[config.mk]
export PLATFORM = sky130hd
export DESIGN_NAME = sram_write
export DESIGN_NICKNAME = d
export VERILOG_FILES = /design/src/rtl/ann_sram_pkg.sv /design/src/rtl/sram_write_timer.sv /design/src/rtl/sram_write.sv
export SDC_FILE = /design/constraint.sdc
export NUM_CORES = 1
export LEC_CHECK = 0
export BUFFER_PORTS_ARGS = -buffer_cell sky130_fd_sc_hd__buf_4
export CAP_MARGIN = 20
export CORE_ASPECT_RATIO = 1.1
export CORE_UTILIZATION = 50
export CTS_CLUSTER_DIAMETER = 60
export DETAILED_ROUTE_END_ITERATION = 10
export PLACE_DENSITY = 0.91
export SETUP_SLACK_MARGIN = 0.4
export SYNTH_ARGS = -nofsm -noshare
export SYNTH_HDL_FRONTEND = slang
export SYNTH_SLANG_ARGS = --single-unit
[constraint.sdc]
create_clock -name clk -period 2 [get_ports clk]
set_input_delay 0.4 -clock clk [delete_from_list [all_inputs] [get_ports clk]]
set_output_delay 0.4 -clock clk [all_outputs]
set_load 0.005 [all_outputs]
[src/rtl/ann_sram_pkg.sv]
// Shared types and defaults for the ANN result SRAM write-back block.
package ann_sram_pkg;

  typedef enum logic [2:0] {
    StIdle,
    StCollectLo,
    StCollectHi,
    StWrite,
    StDone
  } state_e;

  localparam int unsigned DefAddrW      = 16;
  localparam int unsigned DefWaitCycles = 3;
  localparam int unsigned AddrInc       = 4;

endpackage

[src/rtl/sram_write_timer.sv]
// Write-strobe hold timer: counts while start is high, expired flags the final held cycle.
module sram_write_timer
  import ann_sram_pkg::*;
#(
  parameter int unsigned WAIT_CYCLES = DefWaitCycles
) (
  input  logic clk,
  input  logic rst,
  input  logic start,
  output logic expired
);

  localparam int unsigned CntW = (WAIT_CYCLES > 1) ? $clog2(WAIT_CYCLES) : 1;
  localparam logic [CntW-1:0] CntMax = CntW'(WAIT_CYCLES - 1);

  logic [CntW-1:0] cnt_q, cnt_d;

  assign expired = start && (cnt_q == CntMax);

  // Counter self-clears on expiry or whenever start drops.
  always_comb begin
    cnt_d = '0;
    if (start && !expired) begin
      cnt_d = cnt_q + 1'b1;
    end
  end

  always_ff @(posedge clk or posedge rst) begin
    if (rst) begin
      cnt_q <= '0;
    end else begin
      cnt_q <= cnt_d;
    end
  end

endmodule

[src/rtl/sram_write.sv]
// Packs ANN result halfwords into 32-bit words and writes them to SRAM at consecutive addresses.
// Optional words_written counter is enabled by defining SRAM_WRITE_CNT_EN.
module sram_write
  import ann_sram_pkg::*;
#(
  parameter int unsigned ADDR_W      = DefAddrW,
  parameter int unsigned WAIT_CYCLES = DefWaitCycles
) (
  input  logic              clk,
  input  logic              rst,
  input  logic              start_write,
  input  logic [ADDR_W-1:0] start_address,
  input  logic [15:0]       data_in,
  input  logic              data_valid,
  input  logic              data_last,
  output logic              data_ready,
  output logic [ADDR_W-1:0] address,
  output logic [31:0]       write_data,
  output logic              write,
  output logic              busy,
  output logic              done
`ifdef SRAM_WRITE_CNT_EN
  ,
  output logic [ADDR_W-1:0] words_written
`endif
);

  state_e            state_q, state_d;
  logic [ADDR_W-1:0] addr_q, addr_d;
  logic [31:0]       wdata_q, wdata_d;
  logic              last_q, last_d;
  logic              timer_expired;

  sram_write_timer #(
    .WAIT_CYCLES(WAIT_CYCLES)
  ) u_timer (
    .clk    (clk),
    .rst    (rst),
    .start  (state_q == StWrite),
    .expired(timer_expired)
  );

  always_comb begin
    state_d = state_q;
    addr_d  = addr_q;
    wdata_d = wdata_q;
    last_d  = last_q;
    unique case (state_q)
      StIdle: begin
        if (start_write) begin
          addr_d  = start_address;
          wdata_d = '0;
          last_d  = 1'b0;
          state_d = StCollectLo;
        end
      end
      StCollectLo: begin
        if (data_valid) begin
          wdata_d = {16'h0000, data_in};
          if (data_last) begin
            last_d  = 1'b1;
            state_d = StWrite;
          end else begin
            state_d = StCollectHi;
          end
        end
      end
      StCollectHi: begin
        if (data_valid) begin
          wdata_d[31:16] = data_in;
          last_d         = data_last;
          state_d        = StWrite;
        end
      end
      StWrite: begin
        if (timer_expired) begin
          if (last_q) begin
            state_d = StDone;
          end else begin
            addr_d  = addr_q + ADDR_W'(AddrInc);
            state_d = StCollectLo;
          end
        end
      end
      StDone: begin
        last_d  = 1'b0;
        state_d = StIdle;
      end
      default: state_d = StIdle;
    endcase
  end

  always_ff @(posedge clk or posedge rst) begin
    if (rst) begin
      state_q <= StIdle;
      addr_q  <= '0;
      wdata_q <= '0;
      last_q  <= 1'b0;
    end else begin
      state_q <= state_d;
      addr_q  <= addr_d;
      wdata_q <= wdata_d;
      last_q  <= last_d;
    end
  end

  // All strobes decode from the state register, so reset clears them immediately.
  assign data_ready = (state_q == StCollectLo) || (state_q == StCollectHi);
  assign write      = (state_q == StWrite);
  assign busy       = (state_q != StIdle);
  assign done       = (state_q == StDone);
  assign address    = addr_q;
  assign write_data = wdata_q;

`ifdef SRAM_WRITE_CNT_EN
  logic [ADDR_W-1:0] words_q;

  always_ff @(posedge clk or posedge rst) begin
    if (rst) begin
      words_q <= '0;
    end else if ((state_q == StIdle) && start_write) begin
      words_q <= '0;
    end else if ((state_q == StWrite) && timer_expired) begin
      words_q <= words_q + 1'b1;
    end
  end

  assign words_written = words_q;
`endif

endmodule

==> out/metrics.yaml <==
critical_path:
  critical_path.startpoint: "state_q[0]"
  critical_path.max_stage_delay_ps: 430
  cp_data_arrival_time_ps: 1350
  crit_type: "reg2out"
  cp_slowest_cell: "dfrtp_2"
  cp_max_fo: 4
  cp_num_buf_inv: 2
  critical_path.cell_chain: "buf_6 > or3_1 > buf_4"
  crit_family: "flip-flops"
  r2r_cells: 7
  rrSetupSlack_ps: 290
  cp-start-kind: "flip-flop"
  rr_endpoint: "write_data[25]"
  cp-end-kind: "output pin"
  r2r-start: "state_q[0]"
  worst-endpoint-required_ps: 1600
global_route:
  grt_start_max_net_pins: 35
  grt_usage_pct: 27.08
  grt_pass1_wl_mm: 11.71
  grt_overflow: 0
  grt_pass1_vias: 2488
  antenna_found_initial: 0
power:
  swShare_pct: 42.39
  p_seq_share_pct: 34.8
  p_int_w: 0.003500
  p_comb_share_pct: 54.2
  pwr-share-clk_pct: 10.9
  peakVddDrop_mv: 0.8515
  power_leakage_nw: 1.916
  powerDensity_nw_per_um2: 1526
  switching_power_w: 0.002575
synthesis:
  yosys_warnings: 0
  syn_area_um2: 2624
  async_flop_share_pct: 100.0
  synthFlopType: "dfrtp_1"
  syn_inst: 290
  synth.ff_latch_count: 54
  synth_area_leader_cell: "dfrtp_1"
  synthesis.nets: 329
  yosysTopAreaCellShare_pct: 51.50
  syn_avg_cell_area_um2: 9.047
  yosysMostFrequentCell: "nand2_1"
  synth_area_leaders: "dfrtp_1, nand2_1, nand3_1, a21oi_1, o21ai_1"
  synth_edf_count: 0
  ys_seq_area_share_pct: 51.50
  ys_types: 46
  synth_common_cells: "nand2_1, dfrtp_1, nand3_1"
layout:
  drive_gt1_share_pct: 49.87
  synthToLayoutAreaGrowth_pct: 51.74
  nets: 433
  antenna_cells: 0
  fin_util_pct: 79.10
clock_network:
  root_buffer: "clkbuf_8"
  numCtsBuffers: 5
  cts.htree.levels: 2
  clk-insertion-delay-late_ps: 320
  clk_pin_slew_worst_paths_ps: 100
  cts_tree: "built"
  cts_buffer_depth: 2
  cts_hold_buffers: 0
  clock_sinks: 54
run_status:
  status: "finished, violations left"
  violations: "design-rule violations"
route:
  drt_first_pass_iters: 8
  route.met2.wl_mm: 4.541
  drtAntennaViolNets: 0
  vias: 2847
  top_layer: "met4"
  wl_met1_mm: 3.444
  wl_met3_um: 671
  drc: 4
  routed_via_density: 6.285
  drt_wl_total_mm: 9.049
  drt_iter0_drc: 324
  wl_per_cell_um: 19.98
sta:
  fmax_mhz: 571.5
  maxSlewViolCount: 0
  slew_headroom_pct: 66.54
  final-hold-violation-count: 0
  rsz0062_at_grt: "yes"
  fin_crit_sh_pct: 87.49
  setup_viol: 0
  period_needed_ps: 1750
  skew_ps: 13.62
  tightestPinTransition_ps: 500.9
  fin_ws_ps: 250.1
  finalSetupTns_ps: 0
placed_design:
  pre_cts_ws_ps: 243.9
  hpwl_mm: 4.614
  place.gp.congestion: 0.8913
  portBuffers: 88
job:
  drv_cap: 0
die:
  start_util_pct: 52.13
  core_um2: 5034
  die_w_um: 71.07
  die_h_um: 77.98
  row_count: 27
  io_pins: 89
  die_area_um2: 5542
worst_hold_path:
  min_path_type: "in2async"
## stage by stage
step	hold slack [ps]	cells	area (um2)	power (W)
2_1_floorplan	412.2	290	2628	0.003310
3_3_place_gp	424.2	427	3347	0.004333
3_5_place_dp	429.4	427	3347	0.004454
4_1_cts	122.6	448	3679	0.005448
5_1_grt	135.4	453	3981	0.006395
6_report	108.4	453	3981	0.006075
## cells in the final DEF, fill, tap and decap left out, types with 3 or more instances in the layout
| cell type | instances |
|---|---|
| buf_12 | 3 |
| nand3_2 | 22 |
| o22ai_1 | 4 |
| buf_4 | 104 |
| a2bb2oi_2 | 5 |
| nand3_4 | 3 |
| clkbuf_8 | 6 |
| buf_16 | 3 |
| nand2_2 | 14 |
| a32oi_1 | 3 |
| buf_6 | 4 |
| and4_1 | 3 |
| dfrtp_2 | 5 |
| a21oi_1 | 12 |
| nand2_1 | 62 |
| a21oi_2 | 4 |
| nor2_1 | 10 |
| dfrtp_1 | 49 |
| nand4_1 | 4 |
| nand3_1 | 15 |
| nor3_1 | 4 |
| o21ai_1 | 10 |
## metal layers
metal,vias up,global-route usage (%)
li1,1226,-
met1,1390,35.41
met2,189,44.90
met3,42,4.675
met4,0,10.40
met5,-,0
## cell families (layout without fill, tap and decap cells)
kind of cell | Yosys count | after routing | synth area share (%)
and+or+nand+nor | 154 | 154 | 27.66
AOI/OAI and AO/OA | 54 | 55 | 14.26
DFF | 54 | 54 | 51.50
buffers and inverters | 23 | 127 | 4.435
adders and majority gates | 2 | 2 | 0.9536
muxes | 2 | 2 | 0.8583
xor gates and xnor gates | 1 | 1 | 0.3339
## power by group through the flow
stage	Clock [W]	Sequential, W	Combinational (W)
finish	0.000665	0.00212	0.00329
global route	0.000707	0.00217	0.00352
CTS	0.000656	0.00200	0.00280
detailed placement	0	0.00203	0.00242
global placement	0	0.00202	0.00232
floorplan	0	0.00196	0.00135
## worst max path at each step
stage                endpoint  slack [ps]  depth (start not counted)
4_1_cts                  busy         260                          3
3_3_place_gp      address[12]         340                          4
2_1_floorplan      address[2]         480                          6
5_1_grt                  busy         200                          3
3_5_place_dp   write_data[20]         240                          4
6_report                 busy         250                          3
## final cells by class
type / instances / area (um2)
multi-input combinational: 214 / 1444
sequential: 54 / 1358
fill: 283 / 1052
timing repair buffer: 115 / 983.4
clock buffer: 6 / 82.58
tap: 58 / 72.57
inverter: 4 / 23.77
clock inverter: 2 / 17.52
## flip-flops by register name (all words and copies together) (netlist names)
signal         flops
u_timer.cnt_q      2
state_q            3
write_data        32
address           16
last_q             1
## what timing repair did
item,in CTS,in global routing
endpoints found under the hold margin,0,0
buffers inserted,9,4
cloned,4,1
resized for setup,18,65
setup endpoints to repair,52,52
pin swaps,7,32
No activity file was read; power rests on OpenSTA's default activity.
